### config.mk
export PLATFORM = sky130hd
export DESIGN_NAME = pc_fetch_ctrl
export DESIGN_NICKNAME = d
export VERILOG_FILES = /design/src/rtl/cpu_pkg.sv /design/src/rtl/fetch_skid_buf.sv /design/src/rtl/pc_fetch_ctrl.sv
export SDC_FILE = /design/constraint.sdc
export NUM_CORES = 1
export LEC_CHECK = 0
export ABC_AREA = 0
export BUFFER_PORTS_ARGS = -buffer_cell sky130_fd_sc_hd__buf_4
export CORE_UTILIZATION = 35
export CTS_CLUSTER_SIZE = 30
export DETAILED_ROUTE_END_ITERATION = 6
export GPL_TIMING_DRIVEN = 0
export PLACE_DENSITY = 0.57
export SLEW_MARGIN = 20
export SYNTH_ARGS = -nofsm -noshare
export SYNTH_HDL_FRONTEND = slang
export SYNTH_HIERARCHICAL = 1
export SYNTH_SLANG_ARGS = --single-unit
export TNS_END_PERCENT = 50
### constraint.sdc
create_clock -name clk -period 4.1 [get_ports clk]
set_input_delay 0.205 -clock clk [delete_from_list [all_inputs] [get_ports clk]]
set_output_delay 0.205 -clock clk [all_outputs]
set_load 0.005 [all_outputs]
### src/rtl/cpu_pkg.sv
// ============================================================================
//  Module      : cpu_pkg
//  Description : Shared fetch-path constants, opcodes and fetch FSM encoding.
//  Revision    : 1.0
// ============================================================================
`default_nettype none

package cpu_pkg;

    localparam int              PC_BITS  = 8;
    localparam logic [7:0]      RESET_PC = 8'h00;
    localparam int              INSTR_W  = 32;

    // Control-transfer opcodes, also decoded by the target calculator.
    localparam logic [6:0]      OP_JAL    = 7'b1101111;
    localparam logic [6:0]      OP_JALR   = 7'b1100111;
    localparam logic [6:0]      OP_BRANCH = 7'b1100011;

    typedef enum logic [2:0] {
        ST_IDLE = 3'd0,
        ST_REQ  = 3'd1,
        ST_WAIT = 3'd2,
        ST_KILL = 3'd3,
        ST_TRAP = 3'd4
    } fetch_state_e;

    function automatic logic is_misaligned(input logic [1:0] lsb);
        return lsb != 2'b00;
    endfunction

endpackage

`default_nettype wire

### src/rtl/fetch_skid_buf.sv
// ============================================================================
//  Module      : fetch_skid_buf
//  Description : One-entry {instr, pc} holding register with full flag.
//  Revision    : 1.0
// ============================================================================
`default_nettype none

module fetch_skid_buf #(
    parameter int PC_BITS = cpu_pkg::PC_BITS,
    parameter int INSTR_W = cpu_pkg::INSTR_W
) (
    input  logic               clk,
    input  logic               rst_n,
    input  logic               i_clr,
    input  logic               i_load,
    input  logic               i_pop,
    input  logic [INSTR_W-1:0] i_instr,
    input  logic [PC_BITS-1:0] i_pc,
    output logic               o_full,
    output logic [INSTR_W-1:0] o_instr,
    output logic [PC_BITS-1:0] o_pc
);

    logic               r_full;
    logic [INSTR_W-1:0] r_instr;
    logic [PC_BITS-1:0] r_pc;

    // Clear wins over load so a redirect can never leave a stale entry behind.
    always_ff @(posedge clk or negedge rst_n) begin
        if (!rst_n) begin
            r_full  <= 1'b0;
            r_instr <= '0;
            r_pc    <= '0;
        end else if (i_clr) begin
            r_full  <= 1'b0;
        end else if (i_load) begin
            r_full  <= 1'b1;
            r_instr <= i_instr;
            r_pc    <= i_pc;
        end else if (i_pop) begin
            r_full  <= 1'b0;
        end
    end

    assign o_full  = r_full;
    assign o_instr = r_instr;
    assign o_pc    = r_pc;

endmodule

`default_nettype wire

### src/rtl/pc_fetch_ctrl.sv
// ============================================================================
//  Module      : pc_fetch_ctrl
//  Description : Fetch PC owner: single-outstanding imem fetch, redirect/flush,
//                misaligned-target trap, output register plus skid buffer.
//  Revision    : 1.0
// ============================================================================
`default_nettype none

module pc_fetch_ctrl #(
    parameter int                 PC_BITS  = cpu_pkg::PC_BITS,
    parameter logic [PC_BITS-1:0] RESET_PC = cpu_pkg::RESET_PC,
    parameter int                 INSTR_W  = cpu_pkg::INSTR_W
) (
    input  logic               clk,
    input  logic               rst_n,
    input  logic               stall_i,
    input  logic               redir_valid_i,
    input  logic [PC_BITS-1:0] redir_pc_i,
    output logic               imem_req_o,
    output logic [PC_BITS-1:0] imem_addr_o,
    input  logic               imem_gnt_i,
    input  logic               imem_rvalid_i,
    input  logic [INSTR_W-1:0] imem_rdata_i,
    output logic               instr_valid_o,
    output logic [INSTR_W-1:0] instr_o,
    output logic [PC_BITS-1:0] instr_pc_o,
    output logic               flush_o,
    output logic               trap_o,
    output logic [PC_BITS-1:0] trap_pc_o
);

    import cpu_pkg::*;

    localparam logic [PC_BITS-1:0] c_pc_step = PC_BITS'(4);

    fetch_state_e       r_state;
    fetch_state_e       w_state_nxt;

    logic [PC_BITS-1:0] r_pc;
    logic [PC_BITS-1:0] r_req_pc;
    logic               r_out_valid;
    logic [INSTR_W-1:0] r_out_instr;
    logic [PC_BITS-1:0] r_out_pc;
    logic               r_flush;
    logic               r_trap;
    logic [PC_BITS-1:0] r_trap_pc;

    logic               w_skid_full;
    logic [INSTR_W-1:0] w_skid_instr;
    logic [PC_BITS-1:0] w_skid_pc;

    logic               w_req;
    logic               w_granted;
    logic               w_redir;
    logic               w_misalign;
    logic               w_owed_after_redir;
    logic               w_rsp_accept;
    logic               w_out_ready;
    logic               w_skid_load;
    logic               w_skid_pop;

    assign w_req      = (r_state == ST_REQ) && !w_skid_full;
    assign w_granted  = w_req && imem_gnt_i;
    assign w_redir    = redir_valid_i && (r_state != ST_TRAP);
    assign w_misalign = w_redir && is_misaligned(redir_pc_i[1:0]);

    // An rvalid seen together with the redirect settles the outstanding fetch;
    // a grant in the same cycle creates a new one that must still be dropped.
    assign w_owed_after_redir = w_granted ||
                                (((r_state == ST_WAIT) || (r_state == ST_KILL)) && !imem_rvalid_i);

    assign w_rsp_accept = (r_state == ST_WAIT) && imem_rvalid_i && !w_redir;
    assign w_out_ready  = !r_out_valid || !stall_i;
    assign w_skid_load  = w_rsp_accept && !w_out_ready;
    assign w_skid_pop   = !w_redir && (r_state != ST_TRAP) && w_out_ready && w_skid_full;

    always_comb begin
        w_state_nxt = r_state;
        case (r_state)
            ST_IDLE: w_state_nxt = ST_REQ;
            ST_REQ:  if (w_granted)     w_state_nxt = ST_WAIT;
            ST_WAIT: if (imem_rvalid_i) w_state_nxt = ST_REQ;
            ST_KILL: if (imem_rvalid_i) w_state_nxt = ST_REQ;
            ST_TRAP: w_state_nxt = ST_TRAP;
            default: w_state_nxt = ST_IDLE;
        endcase
        if (w_redir) begin
            if (w_misalign)              w_state_nxt = ST_TRAP;
            else if (w_owed_after_redir) w_state_nxt = ST_KILL;
            else                         w_state_nxt = ST_REQ;
        end
    end

    always_ff @(posedge clk or negedge rst_n) begin
        if (!rst_n) begin
            r_state <= ST_IDLE;
        end else begin
            r_state <= w_state_nxt;
        end
    end

    always_ff @(posedge clk or negedge rst_n) begin
        if (!rst_n) begin
            r_pc     <= RESET_PC;
            r_req_pc <= '0;
        end else if (w_redir) begin
            r_pc     <= redir_pc_i;
        end else if (w_granted) begin
            r_req_pc <= r_pc;
            r_pc     <= r_pc + c_pc_step;
        end
    end

    // Output register: skid entry is older than any response, so it drains first.
    always_ff @(posedge clk or negedge rst_n) begin
        if (!rst_n) begin
            r_out_valid <= 1'b0;
            r_out_instr <= '0;
            r_out_pc    <= '0;
        end else if (w_redir || (r_state == ST_TRAP)) begin
            r_out_valid <= 1'b0;
        end else if (w_out_ready) begin
            if (w_skid_full) begin
                r_out_valid <= 1'b1;
                r_out_instr <= w_skid_instr;
                r_out_pc    <= w_skid_pc;
            end else if (w_rsp_accept) begin
                r_out_valid <= 1'b1;
                r_out_instr <= imem_rdata_i;
                r_out_pc    <= r_req_pc;
            end else begin
                r_out_valid <= 1'b0;
            end
        end
    end

    always_ff @(posedge clk or negedge rst_n) begin
        if (!rst_n) begin
            r_flush   <= 1'b0;
            r_trap    <= 1'b0;
            r_trap_pc <= '0;
        end else begin
            r_flush <= w_redir;
            if (w_misalign) begin
                r_trap    <= 1'b1;
                r_trap_pc <= redir_pc_i;
            end
        end
    end

    fetch_skid_buf #(
        .PC_BITS (PC_BITS),
        .INSTR_W (INSTR_W)
    ) u_skid (
        .clk     (clk),
        .rst_n   (rst_n),
        .i_clr   (w_redir),
        .i_load  (w_skid_load),
        .i_pop   (w_skid_pop),
        .i_instr (imem_rdata_i),
        .i_pc    (r_req_pc),
        .o_full  (w_skid_full),
        .o_instr (w_skid_instr),
        .o_pc    (w_skid_pc)
    );

    assign imem_req_o    = w_req;
    assign imem_addr_o   = r_pc;
    assign instr_valid_o = r_out_valid;
    assign instr_o       = r_out_instr;
    assign instr_pc_o    = r_out_pc;
    assign flush_o       = r_flush;
    assign trap_o        = r_trap;
    assign trap_pc_o     = r_trap_pc;

endmodule

`default_nettype wire

==> impl_metrics.json <==
{
  "status": "finished, violations left",
  "violations": "hold timing",
  "synth_seq_cells": 111,
  "timing.slew.headroom": 0.399,
  "drt_iter0_drc": 173,
  "instances_no_fill": 726,
  "diodes": 0,
  "clk_latency_ps": 360,
  "ys_seq_area_frac": 0.559,
  "cts_tree": "yes",
  "clk_pin_slew_ps": 70,
  "min_period_over_period": 0.700,
  "die_h_um": 121,
  "grt_usage": 0.183,
  "ys_types": 38,
  "avgSynthCellArea_sq_um": 11.7,
  "fin_util": 0.456,
  "antenna_left": 0,
  "drc": 0,
  "io_pins": 106,
  "place_inst": 710,
  "async_flop_share": 1.00,
  "drive_above_1_share": 0.342,
  "cts_hold_buf": 0,
  "peakVddDrop_uv": 287,
  "numCtsBuffers": 9,
  "min_path_type": "input pin to async pin",
  "place_area_sq_um": 5980,
  "fin_area_sq_um": 6330,
  "whs_ps": -70.4,
  "arrival_ps": 3110,
  "finalSetupViolations": 0,
  "rows": 43,
  "final_common_cell": "dfrtp_1",
  "crit_type": "flop to flop",
  "p_leak_nw": 2.90,
  "drt_pass1_iterations": 4,
  "period_minus_slack_ps": 2870,
  "grt_overflow": 0,
  "cts.sinks": 111,
  "hold_viol": 29,
  "fillers": 1314,
  "start_util": 0.358,
  "vias_per_cell": 5.28,
  "fmax_ghz": 0.348,
  "grt_max_degree": 112,
  "synth_cells": 426,
  "die_w_um": 121,
  "critPathRequiredTime_ps": 4340,
  "wire_per_inst_um": 17.5,
  "clockBufferDepth": 2,
  "yosysWarnings": 6,
  "grt_pass1_vias": 3941,
  "rsz0062_at_grt": "false",
  "gp_congestion": 0.752,
  "antenna_found_initial": 0,
  "synth_ff_type": "dfrtp_1",
  "cp-end-kind": "flop",
  "syn_to_final_growth_pct": 27.3,
  "seq_area_sq_um": 2780,
  "postCtsSetupBuffers": 0,
  "ctsResizeCount": 0,
  "syn_area_sq_um": 4970,
  "tns_ps": 0,
  "fin_skew_ps": 4.37,
  "grt_pass1_wl_mm": 20.4,
  "fin_nets": 588,
  "wl_mm": 12.7,
  "drv_slew": 0,
  "port_buffers": 104,
  "mostFrequentLayoutCells": "dfrtp_1, buf_4, nand2_1, mux2_2, nand3_1",
  "vias": 3831,
  "worstMarginPinSlew_ps": 902,
  "multi_input_area_sq_um": 2010,
  "synth-edff-count": 0,
  "critPathLaunchType": "flop",
  "maxCapViolations": 0,
  "htreeDepth": 3,
  "dpl.hpwl_mm": 8.52,
  "core-area_sq_um": 13900,
  "syn_nets": 473,
  "dieArea_sq_um": 14700,
  "reg2reg_slack_ps": 1230,
  "pwr_density_cell_nw_per_um2": 473,
  "crit_fanout": 12,
  "cts_root_buf": "clkbuf_16"
}
[through the flow]
stage / setup slack, ps / hold WS [ps] / power (mW)
after floorplan: 1630 / -90.6 / 1.68
after global placement: 1280 / 427 / 1.99
after detailed placement: 1260 / 425 / 2.01
after CTS: 1240 / 39.5 / 3.03
after global routing: 1050 / 35.9 / 3.15
final: 1230 / -70.4 / 2.99
[path summary, 6_finish.rpt]
path | startpoint | depth (start not counted) | end
setup / recovery | r_state[1] | 8 | u_skid/o_instr[27]
hold / removal | rst_n | 1 | u_skid/o_instr[12]
setup reg to reg | r_state[1] | 8 | u_skid/o_instr[27]
hold reg to reg | trap_o | 1 | trap_o
min in group clk | redir_pc_i[3] | 3 | imem_addr_o[3]
max in group asynchronous | rst_n | 1 | instr_pc_o[6]
[area by class of cell]
type                    instances  area share
plain buffers                  33      0.0271
clock buffers                   9      0.0356
clock inverters                 7      0.0192
inverters                       3     0.00198
multi-input cells             279       0.317
flip-flops and latches        111       0.439
well taps                     180      0.0356
repair buffers                104       0.124
[power by group]
group	switching [mW]	internal [mW]
sequential	0.119	1.21
clock	0.414	0.598
combinational	0.333	0.315
total	0.867	2.13
[state kept, by name, indices dropped and copies added (netlist names)]
name and cells:
u_skid/o_full 1, imem_addr_o 8, u_skid/o_pc 8, trap_pc_o 8, instr_valid_o 1, instr_o 32, flush_o 1, r_state 3
trap_o 1, instr_pc_o 8, u_skid/o_instr 32, r_req_pc 8
[critical path: stages (launching register included)]
cell      delay [ps]
dfrtp_1          430
or3b_2           530
nand2_1          190
inv_2            100
clkbuf_1         290
nor3_1           340
nor2b_4          280
clkbuf_8         230
mux2_2           350
[synthesized netlist by cell type, drive strengths merged (2+ instances only)]
cell    count  area share
o211ai     40       0.060
nand2b      2      0.0025
nand4       2      0.0025
buf         4      0.0045
xnor2       3      0.0053
mux2       54        0.13
clkbuf     29       0.030
nor2        4      0.0030
nand2      57       0.045
a21oi       6      0.0060
o21ai       6      0.0068
dfrtp     111        0.56
inv         2      0.0015
a22oi      40       0.060
a22o        2      0.0035
nor3        3      0.0030
nand3      41       0.041
xor2        2      0.0035
nor3b       4      0.0060
or3b        2      0.0035
[cells by family (layout without fill, tap and decap cells)]
logic type | count (synthesis) | after routing | share of synthesized area
multiplexers | 55 | 55 | 0.133
XOR/XNOR | 5 | 5 | 0.00881
adder cells (fa/ha/maj) | 1 | 1 | 0.00252
buffers and inverters | 36 | 156 | 0.0370
AO/OA/AOI/OAI | 97 | 97 | 0.142
flip-flops | 111 | 111 | 0.559
AND/OR/NAND/NOR | 121 | 121 | 0.118
[routing by layer]
layer	routed length (um)	part of all wire	vias to the layer above	global-route usage
met3	708	0.056	15	0.0470
met4	202	0.016	0	0.0679
met1	5590	0.44	1899	0.239
li1	-	-	1794	-
met5	0	0	-	0
met2	6210	0.49	123	0.294
Power figures use the tool's default switching activity.
